`src/rtl/mdu_ctrl_if.sv`:
```
// -----------------------------------------------------------------------------
// mdu_ctrl_if
// Bundles the execute-stage request, MTHI/MTLO write port, hazard-unit stall
// and the HI/LO result view of the multiply/divide unit.
//
//   start   request from execute (MULT/MULTU/DIV/DIVU)
//   op      00 MULT, 01 MULTU, 10 DIV, 11 DIVU
//   srca    rs operand (dividend / multiplicand)
//   srcb    rt operand (divisor / multiplier)
//   cancel  pipeline flush, aborts a running operation
//   hi_we   MTHI write enable
//   lo_we   MTLO write enable
//   wdata   MTHI/MTLO data
//   stall_o stall request to the hazard unit
//   busy    unit is not idle
//   done    one-cycle pulse, HI/LO hold the new result
//   hi, lo  architectural HI/LO registers
//
// master: the pipeline side, slave: mdu_ctrl.
// -----------------------------------------------------------------------------
interface mdu_ctrl_if #(
   parameter int WIDTH = 32
);
   logic             start;
   logic [1:0]       op;
   logic [WIDTH-1:0] srca;
   logic [WIDTH-1:0] srcb;
   logic             cancel;
   logic             hi_we;
   logic             lo_we;
   logic [WIDTH-1:0] wdata;
   logic             stall_o;
   logic             busy;
   logic             done;
   logic [WIDTH-1:0] hi;
   logic [WIDTH-1:0] lo;

   modport master (
      output start, op, srca, srcb, cancel, hi_we, lo_we, wdata,
      input  stall_o, busy, done, hi, lo
   );

   modport slave (
      input  start, op, srca, srcb, cancel, hi_we, lo_we, wdata,
      output stall_o, busy, done, hi, lo
   );
endinterface

```
`src/rtl/mdu_ctrl.sv`:
```
// -----------------------------------------------------------------------------
// mdu_ctrl
// Multiply/divide controller for the 5-stage MIPS pipeline. Runs a single-cycle
// MULT/MULTU or a 32-iteration radix-2 restoring DIV/DIVU, stalls stages F-E
// through the hazard unit while working, and owns the HI/LO registers that
// MTHI/MTLO write and MFHI/MFLO read.
//
// Ports:
//   clk   pipeline clock, rising edge
//   rst   asynchronous active-low reset
//   bus   mdu_ctrl_if.slave (request, MTHI/MTLO, stall_o, busy, done, hi, lo)
//
// Optional feature: define MDU_EARLY_OUT_EN to finish a divide in one cycle
// when |divisor| > |dividend| (quotient 0, remainder = dividend). Results are
// identical with or without it; only latency differs.
// -----------------------------------------------------------------------------
module mdu_ctrl #(
   parameter int WIDTH = 32
) (
   input  logic       clk,
   input  logic       rst,
   mdu_ctrl_if.slave  bus
);

   localparam int CNT_W = $clog2(WIDTH);

   typedef enum logic [1:0] {
      S_IDLE,
      S_MUL,
      S_DIV,
      S_DONE
   } state_t;

   state_t             state;
   logic [CNT_W-1:0]   cnt;
   logic [WIDTH-1:0]   hi_r;
   logic [WIDTH-1:0]   lo_r;
   logic               done_r;
   logic               busy_r;

   // operand / divider datapath (no reset needed, always loaded before use)
   logic [WIDTH-1:0]   a_r;
   logic [WIDTH-1:0]   b_r;
   logic               mul_signed_r;
   logic [WIDTH-1:0]   dvd_r;     // dividend bits shift out, quotient bits shift in
   logic [WIDTH-1:0]   dvs_r;     // divisor magnitude
   logic [WIDTH-1:0]   rem_r;     // partial remainder magnitude
   logic               neg_q_r;
   logic               neg_r_r;

   // Two's-complement magnitude; the most negative value maps to 2^(WIDTH-1),
   // which is still correct when read as unsigned.
   function automatic logic [WIDTH-1:0] mag(input logic signed [WIDTH-1:0] v,
                                            input logic                    is_signed);
      return (is_signed && (v < 0)) ? -v : v;
   endfunction

   function automatic logic [WIDTH-1:0] cond_neg(input logic [WIDTH-1:0] v,
                                                 input logic             neg);
      return neg ? -v : v;
   endfunction

   // op[0]=0 selects the signed flavour for both MULT and DIV
   logic               req_signed;
   logic [WIDTH-1:0]   a_mag;
   logic [WIDTH-1:0]   b_mag;

   always_comb begin
      req_signed = ~bus.op[0];
      a_mag      = mag(bus.srca, req_signed);
      b_mag      = mag(bus.srcb, req_signed);
   end

   // ---- multiply: full-width product from the latched operands ----
   logic [2*WIDTH-1:0]        ext_a;
   logic [2*WIDTH-1:0]        ext_b;
   logic signed [2*WIDTH-1:0] prod;

   always_comb begin
      ext_a = mul_signed_r ? {{WIDTH{a_r[WIDTH-1]}}, a_r} : {{WIDTH{1'b0}}, a_r};
      ext_b = mul_signed_r ? {{WIDTH{b_r[WIDTH-1]}}, b_r} : {{WIDTH{1'b0}}, b_r};
      prod  = $signed(ext_a * ext_b);
   end

   // ---- divide: one restoring step per cycle ----
   // rem_r < dvs_r, so the shifted remainder minus the divisor always fits in
   // WIDTH+1 bits and its top bit is a valid sign.
   logic [WIDTH:0]     rem_sh;
   logic [WIDTH:0]     diff;
   logic               take;
   logic [WIDTH-1:0]   rem_nx;
   logic [WIDTH-1:0]   quo_nx;

   always_comb begin
      rem_sh = {rem_r, dvd_r[WIDTH-1]};
      diff   = rem_sh - {1'b0, dvs_r};
      take   = ~diff[WIDTH];
      rem_nx = take ? diff[WIDTH-1:0] : rem_sh[WIDTH-1:0];
      quo_nx = {dvd_r[WIDTH-2:0], take};
   end

   always_ff @(posedge clk) begin
      if (state == S_IDLE && bus.start) begin
         a_r          <= bus.srca;
         b_r          <= bus.srcb;
         mul_signed_r <= req_signed;
         dvd_r        <= a_mag;
         dvs_r        <= b_mag;
         rem_r        <= '0;
         neg_q_r      <= req_signed & (bus.srca[WIDTH-1] ^ bus.srcb[WIDTH-1]);
         neg_r_r      <= req_signed & bus.srca[WIDTH-1];
      end else if (state == S_DIV) begin
         dvd_r        <= quo_nx;
         rem_r        <= rem_nx;
      end
   end

   // ---- control FSM and HI/LO ----
   // MTHI/MTLO are applied first so a result write on the same edge overrides.
   always_ff @(posedge clk or negedge rst) begin
      if (!rst) begin
         state  <= S_IDLE;
         cnt    <= '0;
         hi_r   <= '0;
         lo_r   <= '0;
         done_r <= 1'b0;
         busy_r <= 1'b0;
      end else begin
         done_r <= 1'b0;
         case (state)
            S_IDLE: begin
               if (bus.hi_we) hi_r <= bus.wdata;
               if (bus.lo_we) lo_r <= bus.wdata;
               if (bus.start) begin
                  busy_r <= 1'b1;
                  if (!bus.op[1]) begin
                     state <= S_MUL;
                  end else if (bus.srcb == '0) begin
                     lo_r   <= '1;
                     hi_r   <= bus.srca;
                     done_r <= 1'b1;
                     state  <= S_DONE;
`ifdef MDU_EARLY_OUT_EN
                  end else if (b_mag > a_mag) begin
                     lo_r   <= '0;
                     hi_r   <= bus.srca;
                     done_r <= 1'b1;
                     state  <= S_DONE;
`endif
                  end else begin
                     cnt   <= '0;
                     state <= S_DIV;
                  end
               end
            end
            S_MUL: begin
               if (bus.cancel) begin
                  busy_r <= 1'b0;
                  state  <= S_IDLE;
               end else begin
                  {hi_r, lo_r} <= prod;
                  done_r       <= 1'b1;
                  state        <= S_DONE;
               end
            end
            S_DIV: begin
               if (bus.cancel) begin
                  busy_r <= 1'b0;
                  state  <= S_IDLE;
               end else if (cnt == CNT_W'(WIDTH-1)) begin
                  lo_r   <= cond_neg(quo_nx, neg_q_r);
                  hi_r   <= cond_neg(rem_nx, neg_r_r);
                  done_r <= 1'b1;
                  state  <= S_DONE;
               end else begin
                  cnt <= cnt + CNT_W'(1);
               end
            end
            S_DONE: begin
               if (bus.hi_we) hi_r <= bus.wdata;
               if (bus.lo_we) lo_r <= bus.wdata;
               busy_r <= 1'b0;
               state  <= S_IDLE;
            end
            default: state <= S_IDLE;
         endcase
      end
   end

   // Stall is combinational so a cancel releases the pipeline in the same cycle.
   always_comb begin
      bus.stall_o = rst & ~bus.cancel &
                    ((state == S_IDLE && bus.start) || state == S_MUL || state == S_DIV);
   end

   assign bus.busy = busy_r;
   assign bus.done = done_r;
   assign bus.hi   = hi_r;
   assign bus.lo   = lo_r;

endmodule

```
`src/flat_wrapper.sv`:
```
// flat-port wrapper written by rule: the top's interface ports become plain ports
module mdu_ctrl_flat 
#(
   parameter int WIDTH = 32
)
  (clk, rst, bus_start, bus_op, bus_srca, bus_srcb, bus_cancel, bus_hi_we, bus_lo_we, bus_wdata, bus_stall_o, bus_busy, bus_done, bus_hi, bus_lo);
  mdu_ctrl_if #(.WIDTH(WIDTH)) bus_i ();
  input  logic clk;
  input  logic rst;
  input wire logic [$bits(bus_i.start)-1:0] bus_start;
  input wire logic [$bits(bus_i.op)-1:0] bus_op;
  input wire logic [$bits(bus_i.srca)-1:0] bus_srca;
  input wire logic [$bits(bus_i.srcb)-1:0] bus_srcb;
  input wire logic [$bits(bus_i.cancel)-1:0] bus_cancel;
  input wire logic [$bits(bus_i.hi_we)-1:0] bus_hi_we;
  input wire logic [$bits(bus_i.lo_we)-1:0] bus_lo_we;
  input wire logic [$bits(bus_i.wdata)-1:0] bus_wdata;
  output wire logic [$bits(bus_i.stall_o)-1:0] bus_stall_o;
  output wire logic [$bits(bus_i.busy)-1:0] bus_busy;
  output wire logic [$bits(bus_i.done)-1:0] bus_done;
  output wire logic [$bits(bus_i.hi)-1:0] bus_hi;
  output wire logic [$bits(bus_i.lo)-1:0] bus_lo;
  assign bus_i.start = bus_start;
  assign bus_i.op = bus_op;
  assign bus_i.srca = bus_srca;
  assign bus_i.srcb = bus_srcb;
  assign bus_i.cancel = bus_cancel;
  assign bus_i.hi_we = bus_hi_we;
  assign bus_i.lo_we = bus_lo_we;
  assign bus_i.wdata = bus_wdata;
  assign bus_stall_o = bus_i.stall_o;
  assign bus_busy = bus_i.busy;
  assign bus_done = bus_i.done;
  assign bus_hi = bus_i.hi;
  assign bus_lo = bus_i.lo;
  mdu_ctrl #(.WIDTH(WIDTH)) u_core (.clk(clk), .rst(rst), .bus(bus_i));
endmodule
```
`config.mk`:
```
export PLATFORM = sky130hd
export DESIGN_NAME = mdu_ctrl_flat
export DESIGN_NICKNAME = d
export VERILOG_FILES = /design/src/rtl/mdu_ctrl_if.sv /design/src/rtl/mdu_ctrl.sv /design/src/flat_wrapper.sv
export SDC_FILE = /design/constraint.sdc
export NUM_CORES = 2
export LEC_CHECK = 0
export CAP_MARGIN = 30
export CORE_UTILIZATION = 40
export CTS_CLUSTER_SIZE = 28
export DETAILED_ROUTE_END_ITERATION = 7
export SLEW_MARGIN = 10
export SYNTH_ARGS = -nofsm -noshare
export SYNTH_HDL_FRONTEND = slang
export SYNTH_SLANG_ARGS = --single-unit
```
`constraint.sdc`:
```
create_clock -name clk -period 9.8 [get_ports clk]
set_input_delay 1.96 -clock clk [delete_from_list [all_inputs] [get_ports clk]]
set_output_delay 1.96 -clock clk [all_outputs]
set_load 0.02 [all_outputs]
```
Word level (Yosys, flattened, before mapping) --
Index checks and enable logic that the tools add are counted.
Word-level totals: output and inout bits 67, input bits 104, logic and storage cells 106, register bits 236
Cells by class: $add $sub $neg 6, bitwise gates (word level) 8, equality and inequality tests 13, multiplexer cells 48, reductions and logical operators 14, multiply operators 1, order comparisons 2
Operators with widths (count):
- 2-to-1 mux 32 bit | 21
- case mux 32 bit (4 select lines) | 2
- 2-to-1 mux 64 bit | 2
- negator 32 bit | 4
- less-than comparator 32 x 1 -> 1 bit (second input constant) | 2
- multiplier 64 x 64 -> 64 bit | 1
- subtractor 33 x 32 -> 33 bit | 1
- zero test 32 bit | 1
- 2-to-1 mux 5 bit | 5
- != test 2 bit (second input constant) | 7
- 2-to-1 mux 2 bit | 5
- case mux 5 bit (2 select lines) | 1
- 2-to-1 mux 1 bit | 9
- case mux 2 bit (4 select lines) | 1
- case mux 1 bit (3 select lines) | 2
- AND reduction 6 bit | 1
- adder 5 x 1 -> 5 bit (second input constant) | 1
- == test 5 bit (second input constant) | 1
- AND 1 bit | 4
- == test 2 bit (second input constant) | 2
- AND reduction 2 bit | 2
- nonzero test 2 bit | 2
- logical AND 1 bit | 3
- != test 3 bit (second input constant) | 1
- 8 further kinds | 11

Longest topological paths before layout --
depth in word-level cells 7, depth in mapped cells 36, mapped depth without buffers 33

Least setup slack after synthesis --
Ideal clock, no wire load.
path type register -> register, from reg u_core.a_r[31], to reg u_core.hi_r[30] (netlist: u_core.bus.hi[30]), path slack 0.416 ns, buffers on the path 3, cell stages (with the launch flop) 33, clock period less this slack 9.384 ns, data arrival time 9.254 ns, data required time 9.670 ns, library setup time 0.130 ns, path through edfxtp_1 -> and2_1 -> clkbuf_1 -> clkbuf_1 -> nand2_1 -> fa_1 -> inv_1 -> fa_1 -> fa_1 -> inv_1 -> fa_1 -> inv_1 -> fa_1 -> fa_1 -> fa_1 -> fa_1 -> fa_1 -> inv_1 -> fa_1 -> inv_1 -> ha_1 -> clkbuf_1 -> a21o_1 -> a21o_1 -> a21oi_1 -> o21ai_0 -> a31o_2 -> a22o_1 -> a311oi_1 -> o21ai_1 -> and4b_1 -> o21ai_0 -> a31oi_1
On the way: word-level cells in the longest chain between the ends 4
Ends and longest elaborated chain:
- from (decl) | line mdu_ctrl.sv:42 | logic [WIDTH-1:0] a_r;
- from (signal assigned) | line mdu_ctrl.sv:104 | a_r <= bus.srca;
- 2-to-1 mux 64 bit | line mdu_ctrl.sv:80 | ext_a = mul_signed_r ? {{WIDTH{a_r[WIDTH-1]}}, a_r} : {{WIDTH{1'b0}}, a_r};
- multiplier 64 x 64 -> 64 bit | line mdu_ctrl.sv:82 | prod = $signed(ext_a * ext_b);
- 2-to-1 mux 32 bit | line mdu_ctrl.sv:157 | if (bus.cancel) begin
- case mux 32 bit (4 select lines) | line mdu_ctrl.sv:130 | case (state)
- to (signal assigned) | line mdu_ctrl.sv:132 | if (bus.hi_we) hi_r <= bus.wdata;
- to (signal assigned) | line mdu_ctrl.sv:140 | hi_r <= bus.srca;
- to (signal assigned) | line mdu_ctrl.sv:161 | {hi_r, lo_r} <= prod;
- to (decl) | line mdu_ctrl.sv:36 | logic [WIDTH-1:0] hi_r;
No other way between the ends. The select of a mux whose other input is x is not followed. A chain may end at the register's enable or synchronous reset.

Worst setup path in the final report --
from reg u_core.a_r[27], to reg u_core.hi_r[11] (netlist: u_core.bus.hi[11])
The elaborated chain is that of the path after synthesis.

==> impl_metrics.csv <==
group,metric,value,unit
yosys,ys_seq_elements,235,
yosys,syn_nets,8780,
critical_path,slowest_delay,0.56,ns
yosys,synth_warnings,0,
cells_and_area,layout_commonest_cell,"inv_1",
min_path,hold_path_depth,2,
yosys,synthArstFlopShare,31.1,%
critical_path,cp_common_cell,"fa_1",
clock_tree,cts_root_buf,"clkbuf_16",
cells_and_area,stdcell_count,9072,
yosys,synth_edf_count,130,
yosys,yosys.area.top_type,"fa_1",
critical_path,crit_required,10.30,ns
sta,rsz0062_at_grt,"true",
cells_and_area,layout-drive-gt1-share,5.16,%
sta,worstMarginPinSlew,1.08,ns
floorplanning,core.rowCount,146,
yosys,yosys_most_used_dff,"edfxtp_1",
critical_path,crit_slowest_cell,"fa_1",
min_path,min_from,"u_core.cnt[4]$_DFFE_PN0P_",
floorplanning,pin_count,171,
floorplanning,die_x,402,um
cells_and_area,fin_nets,8845,
sta,fin_worst_skew,0.0154,ns
placed_design,place_congestion,0.961,
clock_tree,htree_levels,1,
global_route,grt_start_max_net_pins,75,
sta,max_slew_margin,28.3,%
critical_path,critical_path_buf_inv_count,6,
critical_path,reg2reg_from,"u_core.a_r[27]$_DFFE_PP_",
floorplanning,start_util,40.4,%
yosys,ys_types,105,
clock_tree,cts_made_buffers,31,
clock_tree,clk_latency,0.63,ns
clock_tree,cts_tree,"yes",
routing,routed_wl,217000,um
critical_path,crit_cells,28,
flow_run,drv_cap,0,
critical_path,cp_data_arrival_time,9.98,ns
cells_and_area,final_cell_mix,"inv_1, fa_1, nand2_1",
critical_path,critPathTopFamily,"adder cells",
placed_design,numPortBuffers,170,
routing,vias_per_cell,5.39,
sta,layout_min_cycle_time,9.49,ns
floorplanning,coreArea,0.159,mm2
yosys,syn_inst,6905,
clock_tree,cts.clk_slew.worst_paths,0.06,ns
yosys,seq_area_frac_synth,9.94,%
floorplanning,dieArea,0.162,mm2
critical_path,critPathLaunch,"u_core.a_r[27]$_DFFE_PP_",
placed_design,place_inst,8996,
clock_tree,cts.sinks,235,
sta,timing.fmax,0.105,GHz
critical_path,cp_max_fo,31,
routing,ant_nets,0,
sta,worst_slack,0.313,ns
sta,min_period_over_period,96.8,%
global_route,grt_pass1_wl,332000,um
clock_tree,clockBufferDepth,3,
sta,finalHoldViolCount,0,
placed_design,post-dp-hpwl,185000,um
global_route,antenna_found_initial,17,
yosys,avgSynthCellArea,9.28,um2
floorplanning,fp.dieH,402,um
global_route,grt_pass1_vias,50900,
critical_path,worstSetupStartpointType,"flop",
yosys,netlist_area,0.0641,mm2
critical_path,crit_type,"reg2reg",
global_route,gr-total-overflow,0,
critical_path,worstSetupEndpointType,"flop",
routing,wire_per_inst,23.9,um
routing,drc,0,
sta,setup_viol,0,
status,status,"completed",
yosys,synth_area_leaders,"fa_1, inv_1, ha_1, edfxtp_1, and2_1",
cells_and_area,syn_to_final_growth,9.46,%
sta,drv_slew,0,
global_route,grt_usage,27.3,%
yosys,synth_top_area_share,44.4,%
critical_path,rr_worst_depth,28,
placed_design,post-place-ws,-0.0249,ns
routing,dr.first_iter.drc_count,4568,
routing,vias,48900,
routing,dr.pass1.iters,6,
min_path,hold_class,"reg2reg",
## cells by family (layout without fill, tap and decap cells)
group	after synthesis	count (layout)	synth area share (%)
buffers and inverters	1941	2031	11.4
and+or+nand+nor	1808	1808	14.1
adders and majority gates	1774	1774	51.3
AOI/OAI and AO/OA	796	796	8.18
xor gates and xnor gates	248	248	3.39
DFF	235	235	9.94
muxes	103	103	1.69
other	0	5	0
## final timing paths
kind / endpoint / slack, ns
max: u_core.bus.hi[11]$_DFFE_PN0P_ / 0.31
min: u_core.cnt[4]$_DFFE_PN0P_ / 0.49
max reg2reg: u_core.bus.hi[11]$_DFFE_PN0P_ / 0.31
min reg2reg: u_core.cnt[4]$_DFFE_PN0P_ / 0.49
max in group asynchronous: u_core.bus.lo[3]$_DFFE_PN0P_ / 7.44
min in group asynchronous: u_core.bus.lo[13]$_DFFE_PN0P_ / 1.33
## final cells by class
type	instances	area (um2)
Clock buffer	34	787
Tap cell	2072	2590
Timing Repair Buffer	372	3540
Multi-Input combinational cell	4729	50500
Fill cell	15300	88600
Clock inverter	24	317
Antenna cell	5	12.5
Inverter	1601	6020
Sequential cell	235	6370
## flip-flops by register name (all words and copies together) (netlist names), 5 cells and up
| name | flops |
|---|---|
| u_core.bus.lo | 32 |
| u_core.dvd_r | 32 |
| u_core.cnt | 5 |
| u_core.bus.hi | 32 |
| u_core.rem_r | 32 |
| u_core.b_r | 31 |
| u_core.dvs_r | 32 |
| u_core.a_r | 32 |
## worst min-delay path, stage by stage (launching register included)
cell and delay [ns]:
dfrtp_1 0.35, nand2_1 0.05, o21ai_0 0.06
## per-stage QoR
step | util (%) | hold slack (ns) | area [um2] | setup TNS, ns
2_1_floorplan | - | 0.456 | 64100 | 0
3_3_place_gp | 43.3 | 0.469 | 68800 | -0.0301
3_5_place_dp | 43.3 | 0.478 | 68800 | -0.0367
4_1_cts | 44.0 | 0.491 | 69900 | 0
5_1_grt | 44.2 | 0.508 | 70100 | 0
6_report | 44.2 | 0.490 | 70100 | 0
## cell usage after synthesis (36+ instances only)
cell type,n
a211oi_1,41
inv_1,1598
ha_1,351
fa_1,1420
edfxtp_1,130
xnor2_1,169
a21oi_1,196
o21ai_0,186
mux2i_1,65
nand2_1,706
dfrtp_1,73
and2_1,586
mux2_2,36
xor2_1,79
nor2_1,229
o31ai_1,36
nand3_1,42
a31oi_1,40
a21o_1,57
clkbuf_1,301
nor3_1,48
## per-layer routing
layer	global-route usage, %	share of wire (%)
met5	0	0.012
met4	7.73	3.5
met3	4.16	8.4
met2	41.9	44
met1	40.0	44
## what timing repair did
action,in CTS,in global routing
endpoints found under the setup margin,4,17
hold buffers,0,0
pin swaps,0,1
buffers inserted,0,12
gates resized for setup,1,22
Power is not shown: default switching activity piles up to over one toggle a cycle in this logic, so the estimate is an artifact.
